`src/rtl/imem_load_ctrl.sv`:
```
// ---------------------------------------------------------------------------
// imem_load_ctrl
//
// Arbitrates the single port of the 32x32 instruction memory between CPU
// instruction fetch and two maintenance services: a valid/ready loader burst
// and a full clear. Only one service runs at a time. Fetch is the default and
// is a combinational read-through. While a burst or clear is in progress the
// CPU is stalled and sees NOPs (all-zero words).
//
// Ports:
//   clk, rst_n          clock and asynchronous active-low reset
//   cpu_addr            CPU fetch word address
//   cpu_instr           fetched instruction, 0 while stalled
//   cpu_stall           high whenever the controller is not idle
//   ld_start            request a loader burst (sampled only when idle)
//   ld_base, ld_len     burst start address and length (1..DEPTH words)
//   ld_valid, ld_data   loader stream word and its valid
//   ld_ready            controller accepts a loader word this cycle
//   clr_start           request a full clear (sampled only when idle)
//   done                one-cycle pulse after a burst or clear completes
//   err                 one-cycle pulse after an illegal burst length
//   mem_a, mem_d        memory address and write data
//   mem_we_n            memory write enable, active low
//   mem_spo             memory combinational read data
// ---------------------------------------------------------------------------
module imem_load_ctrl #(
  parameter int ADDR_W = 5,
  parameter int DATA_W = 32,
  parameter int DEPTH  = 32
) (
  input  logic              clk,
  input  logic              rst_n,
  input  logic [ADDR_W-1:0] cpu_addr,
  output logic [DATA_W-1:0] cpu_instr,
  output logic              cpu_stall,
  input  logic              ld_start,
  input  logic [ADDR_W-1:0] ld_base,
  input  logic [ADDR_W:0]   ld_len,
  input  logic              ld_valid,
  input  logic [DATA_W-1:0] ld_data,
  output logic              ld_ready,
  input  logic              clr_start,
  output logic              done,
  output logic              err,
  output logic [ADDR_W-1:0] mem_a,
  output logic [DATA_W-1:0] mem_d,
  output logic              mem_we_n,
  input  logic [DATA_W-1:0] mem_spo
);

  localparam int LEN_W = ADDR_W + 1;
  localparam logic [LEN_W-1:0] LEN_MAX = LEN_W'(DEPTH);
  localparam logic [LEN_W-1:0] LEN_ONE = LEN_W'(1);

  typedef enum logic [1:0] {
    S_IDLE,
    S_LOAD,
    S_CLEAR,
    S_DONE
  } state_t;

  state_t            state;
  logic [ADDR_W-1:0] wr_ptr;
  logic [LEN_W-1:0]  remaining;
  logic              len_ok;
  logic              last_word;

  assign len_ok    = (ld_len != '0) && (ld_len <= LEN_MAX);
  assign last_word = (remaining == LEN_ONE);

  // Sequencer: picks a service from idle, walks the write pointer through
  // the memory (wrapping naturally at the address width), and drops into a
  // single DONE cycle after the final write. err is registered so the reject
  // of a bad burst length is seen the cycle after the request.
  always_ff @(posedge clk or negedge rst_n) begin
    if (!rst_n) begin
      state     <= S_IDLE;
      wr_ptr    <= '0;
      remaining <= '0;
      err       <= 1'b0;
    end else begin
      err <= 1'b0;
      case (state)
        S_IDLE: begin
          // clear wins a tie with a burst request; that burst request is
          // silently dropped rather than flagged
          if (clr_start) begin
            wr_ptr    <= '0;
            remaining <= LEN_MAX;
            state     <= S_CLEAR;
          end else if (ld_start) begin
            if (len_ok) begin
              wr_ptr    <= ld_base;
              remaining <= ld_len;
              state     <= S_LOAD;
            end else begin
              err <= 1'b1;
            end
          end
        end
        S_LOAD: begin
          // the loader may stall indefinitely; only handshakes advance
          if (ld_valid) begin
            wr_ptr    <= wr_ptr + ADDR_W'(1);
            remaining <= remaining - LEN_ONE;
            if (last_word) begin
              state <= S_DONE;
            end
          end
        end
        S_CLEAR: begin
          wr_ptr    <= wr_ptr + ADDR_W'(1);
          remaining <= remaining - LEN_ONE;
          if (last_word) begin
            state <= S_DONE;
          end
        end
        S_DONE: begin
          state <= S_IDLE;
        end
        default: begin
          state <= S_IDLE;
        end
      endcase
    end
  end

  // Memory port steering and CPU-facing outputs, decoded from the state.
  // The loader write strobe follows ld_valid in the same cycle so a word is
  // committed on the edge that completes its handshake.
  always_comb begin
    cpu_stall = (state != S_IDLE);
    done      = (state == S_DONE);
    mem_a     = wr_ptr;
    mem_d     = '0;
    mem_we_n  = 1'b1;
    cpu_instr = '0;
    ld_ready  = 1'b0;
    case (state)
      S_IDLE: begin
        mem_a     = cpu_addr;
        cpu_instr = mem_spo;
      end
      S_LOAD: begin
        ld_ready = 1'b1;
        if (ld_valid) begin
          mem_d    = ld_data;
          mem_we_n = 1'b0;
        end
      end
      S_CLEAR: begin
        mem_we_n = 1'b0;
      end
      default: begin
      end
    endcase
  end

endmodule

```
`config.mk`:
```
export PLATFORM = sky130hd
export DESIGN_NAME = imem_load_ctrl
export DESIGN_NICKNAME = d
export VERILOG_FILES = /design/src/rtl/imem_load_ctrl.sv
export SDC_FILE = /design/constraint.sdc
export NUM_CORES = 1
export LEC_CHECK = 0
export ABC_CLOCK_PERIOD_IN_PS = 2300
export CORE_AREA = 4 4 59 61
export CTS_BUF_LIST = sky130_fd_sc_hd__clkbuf_8
export CTS_CLUSTER_DIAMETER = 30
export DETAILED_ROUTE_END_ITERATION = 8
export DIE_AREA = 0 0 63 65
export DONT_BUFFER_PORTS = 1
export SYNTH_ARGS = -nofsm -noshare
export SYNTH_HDL_FRONTEND = slang
export SYNTH_SLANG_ARGS = --single-unit
```
`constraint.sdc`:
```
create_clock -name clk -period 2.3 [get_ports clk]
set_input_delay 0.69 -clock clk [delete_from_list [all_inputs] [get_ports clk]]
set_output_delay 0.69 -clock clk [all_outputs]
set_load 0.005 [all_outputs]
```
[Word-level counts from Yosys, hierarchy flattened]
Index checks and enable logic that the tools add are counted.
Widths: inputs -> output; s select.
Operators by class
  magnitude comparators: 1
  muxes and demuxes: 27
  eq/ne operators: 7
  $add $sub $neg: 2
  reduce and logical (&&, ||, !) cells: 7
Operator list (count)
  $mux 32: 3
  $mux 5: 5
  $mux 6: 4
  $pmux 6 s3: 1
  $pmux 5 s3: 1
  $mux 2: 5
  $pmux 2 s4: 1
  $eq 6x1->1 const B: 1
  $le 6x6->1 const B: 1
  $mux 1: 6
  $ne 3x3->1 const B: 2
  $reduce_bool 6->1: 1
  $sub 6x1->6 const B: 1
  $add 5x1->5 const B: 1
  $eq 2x2->1 const B: 2
  $reduce_and 4->1: 1
  $reduce_and 3->1: 1
  $reduce_bool 3->1: 1
  $eq 2x1->1 const B: 1
  $logic_not 2->1: 1
  $ne 2x2->1 const B: 1
  $pmux 1 s2: 1
  $reduce_bool 2->1: 1
  $logic_and 1x1->1: 1
Word-level totals
  output and inout port bits: 74
  input bits: 85
  register bits: 14
  word-level logic and storage cells: 48

[Longest topological paths before layout]
Gate-level depths: netlist (run 1).
  depth in word-level cells: 6
  gate-level depth with buffers: 8
  gate-level depth less buffers: 7

[Least setup slack after synthesis (run 1)]
No wires, ideal clock.
  kind: in2reg
  start point: in ld_len[3]
  end point: reg wr_ptr[0]
  required time: 2.173 ns
  setup time: 0.127 ns
  slack: -0.387 ns
  cell stages on the path: 6
  arrival: 2.559 ns
  path buffers: 1
  path through: or4_4 > or3_1 > a32oi_2 > and2_1 > buf_6 > mux2_1
Between the ends
  cells in the longest elaborated chain, start to end: 4
  elaborated cells between the ends (all ways): 5
  classes of those cells: order compare (1); eq/ne (1); reduce/logical (3)
Ends and longest elaborated chain
  start, declared: line 38  | input logic [ADDR_W:0] ld_len,
  $le 6x6->1 or $reduce_bool 6->1 (tied branches): line 68  | assign len_ok = (ld_len != '0) && (ld_len <= LEN_MAX);
  $logic_and 1x1->1 *: line 68
  $ne 3x3->1 (no source line) *
  $reduce_and 4->1 (no source line) *
  end signal, assigned: line 93  | wr_ptr <= ld_base;
  end signal, assigned: line 104  | wr_ptr <= wr_ptr + ADDR_W'(1);
  end signal, assigned: line 112  | wr_ptr <= wr_ptr + ADDR_W'(1);
  end, declared: line 63  | logic [ADDR_W-1:0] wr_ptr;
Mark *: on every way between the ends. The rest lies on a longest branch, timed or not.
A chain may end at the register's enable or synchronous reset.

[Worst setup path after layout (run 1)]
Same ends and word-level chain as after synthesis.

==> results.toml, run 1 <==
[clock_tree]
path_clk_slew_ps = 60
insertion_delay_ps = 240
cts_tree = "done"
clk_path_buf_depth = 2
cts-buffers-inserted = 3
clock_sink_count = 14
htree_levels = 1
cts_root_buf = "clkbuf_8"

[place]
hpwl_mm = 4.08
gp_congestion = 0.806
dpl.cell_count = 220
io_buffers = 0

[critical_path]
end_kind = "flip-flop"
r2r-end = "wr_ptr[3]"
r2r_slack_ps = 320
worstSetupEndpoint = "wr_ptr[0]"
cp.required_ps = 2420
worstRegToRegCells = 8
worstPathArrival_ps = 2340
crit_type = "input port to flip-flop"
start_kind = "input port"
cp-startpoint = "ld_len[3]"
crit_fanout = 5
reg2reg_from = "state[0]"

[route]
post_drt_wl_per_cell_um = 21.2
via_per_inst = 6.36
route.detailed.drc = 0
wirelength_mm = 4.91
drtPass1Iterations = 4
dr.first_iter.drc_count = 130
ant_nets = 0
vias = 1469

[global_routing]
grt_use_total_pct = 21.8
antenna_found_initial = 8
grt_max_degree = 41
grt_overflow = 0
grt_pass1_wl_mm = 6.92
grt_pass1_vias = 1296

[logic_synthesis]
synth_area_per_cell_sq_um = 7.51
yosys_warnings = 0
ys_seq_area_share_pct = 24.3
synth_cells = 192
syn_nets = 283
ys_types = 33
syn-cell-area_sq_um = 1440
ys_ff_latch = 14

[timing]
tightestPinTransition_ps = 380
fmax_ghz = 0.452
fin_crit_ps = 2210
skew_ps = 3.82
hold_slack_ps = 139
setup_viol = 0
slew_violations = 0
finalHoldViolCount = 0
rsz0062_at_grt = "no"
fin_crit_sh_pct = 96.3
slew_headroom_pct = 74.5
tns_ps = 0

[power_and_ir_drop]
p_per_area_nw_per_um2 = 764
leakage_nw = 0.807
vdd.ir_drop.worst_mv = 0.334

[final_layout]
synthToLayoutAreaGrowth_pct = 11.3
final_util_pct = 53.9
nets = 287
drive_gt1_share_pct = 12.9
stdcell_count = 231

[status]
status = "completed"

[die]
die_x_um = 63
design.core.area_sq_um = 2980
dieArea_sq_um = 4100
die_y_um = 65
start_util_pct = 48.4
num_io_pins = 159
rows = 20

[min_path]
holdCritPathClass = "input port to asynchronous set/reset pin"

[job]
cap_violations = 0
## metrics by stage
step	setup slack (ps)	area, sq um	power (mW)
after CTS	35.2	1550	1.21
after global placement	-153	1510	0.991
after floorplan	-300	1460	0.878
after global routing	2.60	1600	1.33
final	85.4	1610	1.23
after detailed placement	-167	1510	1.01
## flip-flops by register name (all words and copies together), names as in the netlist
register / count
state: 2
err: 1
remaining: 6
wr_ptr: 5
## report_power, final
group	internal, mW	leakage, nW	switching (mW)
Clock	0.116	0.0216	0.0797
Combinational	0.287	0.632	0.353
Sequential	0.334	0.154	0.0584
## Yosys cell counts, drive strengths merged
cell type,n,area share [%]
o211ai,5,2.6
nor2,6,1.6
inv,14,3.6
or4,1,0.78
a41oi,4,2.4
a41o,1,0.69
a32oi,2,1.7
o2111ai,1,0.61
or3,2,0.87
nor3b,1,0.52
o211a,1,0.69
nand3,2,0.69
nand2,10,2.6
dfrtp,14,24
o21ai,9,3.1
mux2i,1,0.69
mux2,4,3.1
nor2b,1,0.43
a31oi,1,0.43
o22ai,1,0.43
and3,36,16
a21oi,5,1.7
a21o,1,0.52
and2,34,15
buf,2,1.1
clkbuf,13,3.4
nand4,7,3.0
nor3,6,2.1
ha,6,5.2
xor2,1,0.61
## critical path: stages
cell     delay, ps
or4_4          530
or3_4          390
a32oi_4        230
and2_4         190
mux2_1         300
## cell type report
type	instances	area, sq um
fill	282	1370
multi-input combinational	149	993
sequential	14	350
timing repair buffer	14	113
inverter	14	56.3
clock buffer	3	41.3
tap	33	41.3
antenna	4	10.0
## worst min path at each step
stage,start,cells past startpoint,to,slack (ps)
after global routing,rst_n,0,wr_ptr[4],130
after floorplan,rst_n,0,err,390
after detailed placement,rst_n,0,wr_ptr[1],390
final,rst_n,0,wr_ptr[3],140
after global placement,rst_n,0,wr_ptr[2],390
after CTS,rst_n,0,remaining[1],130
## placed cells by master (no fill, tap or decap), drive strengths merged, types with 5 or more instances in the layout
cell | synthesis | routed
inv | 14 | 13
ha | 6 | 6
buf | 2 | 14
nand4 | 7 | 7
nor2 | 6 | 6
nand2 | 10 | 10
and2 | 34 | 34
dfrtp | 14 | 14
and3 | 36 | 36
o211ai | 5 | 5
a21oi | 5 | 5
nor3 | 6 | 6
o21ai | 9 | 9
## timing repair
| item | in CTS | in global routing |
|---|---|---|
| endpoints found under the setup margin | 0 | 3 |
| gates resized for setup | 0 | 3 |
| hold buffers | 0 | 0 |
| buffers inserted | 0 | 4 |
## metal layers
metal  track usage [%]  part of all wire [%]
met2              33.7                    45
met4              4.68                  0.55
met1              25.1                    37
met5                 0                  0.88
met3              14.2                    16
## cells by family after synthesis
family          Yosys count  share of synthesized area (%)
simple gates            106                           42.9
compound gates           31                           15.0
buf+inv                  29                           8.15
flops                    14                           24.3
fa+ha+maj                 6                           5.20
mux                       5                           3.82
xor+xnor                  1                          0.607
No activity file was read; power rests on OpenSTA's default activity.
==> run 2: changes to the inputs <==
--- a/config.mk
+++ b/config.mk
@@ -6,12 +6,13 @@
 export NUM_CORES = 1
 export LEC_CHECK = 0
 export ABC_CLOCK_PERIOD_IN_PS = 2300
-export CORE_AREA = 4 4 59 61
+export CORE_AREA = 4 4 60 62
 export CTS_BUF_LIST = sky130_fd_sc_hd__clkbuf_8
 export CTS_CLUSTER_DIAMETER = 30
 export DETAILED_ROUTE_END_ITERATION = 8
-export DIE_AREA = 0 0 63 65
+export DIE_AREA = 0 0 64 66
 export DONT_BUFFER_PORTS = 1
+export RECOVER_POWER = 100
 export SYNTH_ARGS = -nofsm -noshare
 export SYNTH_HDL_FRONTEND = slang
 export SYNTH_SLANG_ARGS = --single-unit
==> run 2 against run 1 <==
  * Global-route usage shrank 1.3 points
  * Maximum frequency is essentially flat
  * Clock-buffer cell count up 1
  * Die area rose by 3.2%
  * Clock power increased by 25%
  * Clock skew down 2.6 ps
  * First-iteration DRC count decreased by 32%
  * Non-clock buffer count fell by 4
  * Sequential power about the same
  * Sequential share of layout area increased by 0.24 points
  * Largest cell class unchanged
  * Utilization is 1.5 points lower
==> results.toml, run 2 (same netlist as run 1, synthesis figures left out) <==
[status]
status = "completed"

[die]
design.core.area_sq_um = 3030
die_x_um = 64
num_io_pins = 159
rows = 20
die_y_um = 66
dieArea_sq_um = 4220
start_util_pct = 47.6

[final_layout]
largest_register_ffs = 6
synthToLayoutAreaGrowth_pct = 10.1
layout_common_cells = "and3_1 (36), and2_0 (31), inv_1 (14), dfrtp_1 (14), nand2_1 (10)"
drive_gt1_share_pct = 10.5
mostFrequentLayoutCell = "and3_1"
register_area_sq_um = 350
final_area_sq_um = 1590
nets = 283
top_regs = "remaining x6, wr_ptr x5, state x2"
fillers = 280
largest-register = "remaining"
stdcell_count = 238
multi_input_area_sq_um = 988

[route]
wirelength_mm = 4.55
dr.first_iter.drc_count = 89
vias = 1466
via_per_inst = 6.16
ant_nets = 0
drtPass1Iterations = 4
route.detailed.drc = 0
post_drt_wl_per_cell_um = 19.1

[global_routing]
grt_max_degree = 41
grt_pass1_vias = 1429
antenna_found_initial = 4
grt_use_total_pct = 20.5
grt_overflow = 0
grt_pass1_wl_mm = 6.91

[clock_tree]
insertion_delay_ps = 240
clock_sink_count = 14
post_cts.repair.setup_buffers = 0
cts_root_buf = "clkbuf_8"
htree_levels = 1
path_clk_slew_ps = 60
cts_tree = "done"
cts-buffers-inserted = 3
clk_path_buf_depth = 2

[timing]
fin_crit_ps = 2210
fin_crit_sh_pct = 96.3
slew_headroom_pct = 70.8
tns_ps = 0
skew_ps = 1.26
finalHoldViolCount = 0
tightestPinTransition_ps = 437
setup_slack_ps = 86.2
setup_viol = 0
slew_violations = 0
rsz0062_at_grt = "no"
fmax_ghz = 0.452

[critical_path]
end_kind = "flip-flop"
cp_num_buf_inv = 1
start_kind = "input port"
crit_fanout = 11
critPathSlowestCell = "or4_4"
worstPathArrival_ps = 2340
crit_type = "input port to flip-flop"
path_cells = "or4_4 > or3_1 > a32oi_4 > clkbuf_4 > o211a_1 > o22ai_1"
cp_slowest_stage_delay_ps = 520
cp.required_ps = 2430
crit_family = "simple AND/OR/NAND/NOR gates"

[job]
cap_violations = 0

[place]
gp_congestion = 0.758
hpwl_mm = 3.78
dp_slack_ps = -158
dpl.cell_count = 231
io_buffers = 0
postPlaceCellArea_sq_um = 1530

[power_and_ir_drop]
vdd.ir_drop.worst_mv = 0.321
p_switching_mw = 0.494
p_comb_share_pct = 49.0
p_clk_share_pct = 19.4
p_per_area_nw_per_um2 = 786
internal_power_mw = 0.754
finalPower_mw = 1.25
p_seq_share_pct = 31.5
switching_share_pct = 39.6
leakage_nw = 0.768

[min_path]
holdCritPathClass = "input port to asynchronous set/reset pin"
## run 2: what timing repair did
action | CTS | global route
gates resized for setup | 0 | 1
setup endpoints to repair | 0 | 2
hold buffers | 0 | 0
## run 2: layer usage
metal | vias to the layer above | track usage, % | routed length (um)
li1 | 682 | - | -
met1 | 671 | 25.6 | 1840
met2 | 107 | 33.5 | 2050
met3 | 4 | 7.99 | 640
met4 | 2 | 3.77 | 8
met5 | - | 0 | 7
## run 2: worst reg2reg max path, stage by stage, from the launching register on
cell      delay, ps
dfrtp_1         370
inv_1            70
ha_1            300
inv_1           340
nand2_1         130
buf_4           210
a41oi_1         230
o211ai_1        110
## run 2: final timing paths
check                                from      endpoint  slack [ps]  cells past startpoint
worst max-delay path            ld_len[3]     wr_ptr[2]          90                      6
worst min-delay path                rst_n     wr_ptr[2]         130                      0
worst max register to register   state[0]  remaining[3]         410                      7
worst min register to register   state[1]      state[1]         550                      1
max in group asynchronous           rst_n  remaining[3]        2100                      0
min in group clk                 state[1]      state[1]         550                      1
## run 2: layout make-up
cell class	instances	share of cell area, %
well taps	44	3.47
multi-input cells	149	62.3
clock buffers	4	3.47
inverters	14	3.31
diodes	3	0.473
flip-flops and latches	14	22.1
repair buffers	10	4.96
## run 2: through the flow
stage | hold WS, ps | util, %
global route | 124 | 52.3
detailed placement | 395 | 50.4
floorplan | 394 | -
global placement | 395 | 50.4
CTS | 132 | 52.2
finish | 135 | 52.4
## run 2: power by group through the flow
stage	registers (mW)	logic [mW]	clock network, mW
after floorplan	0.379	0.499	0
after global placement	0.395	0.605	0
after detailed placement	0.398	0.610	0
after CTS	0.394	0.614	0.247
after global routing	0.405	0.707	0.259
final	0.393	0.612	0.243
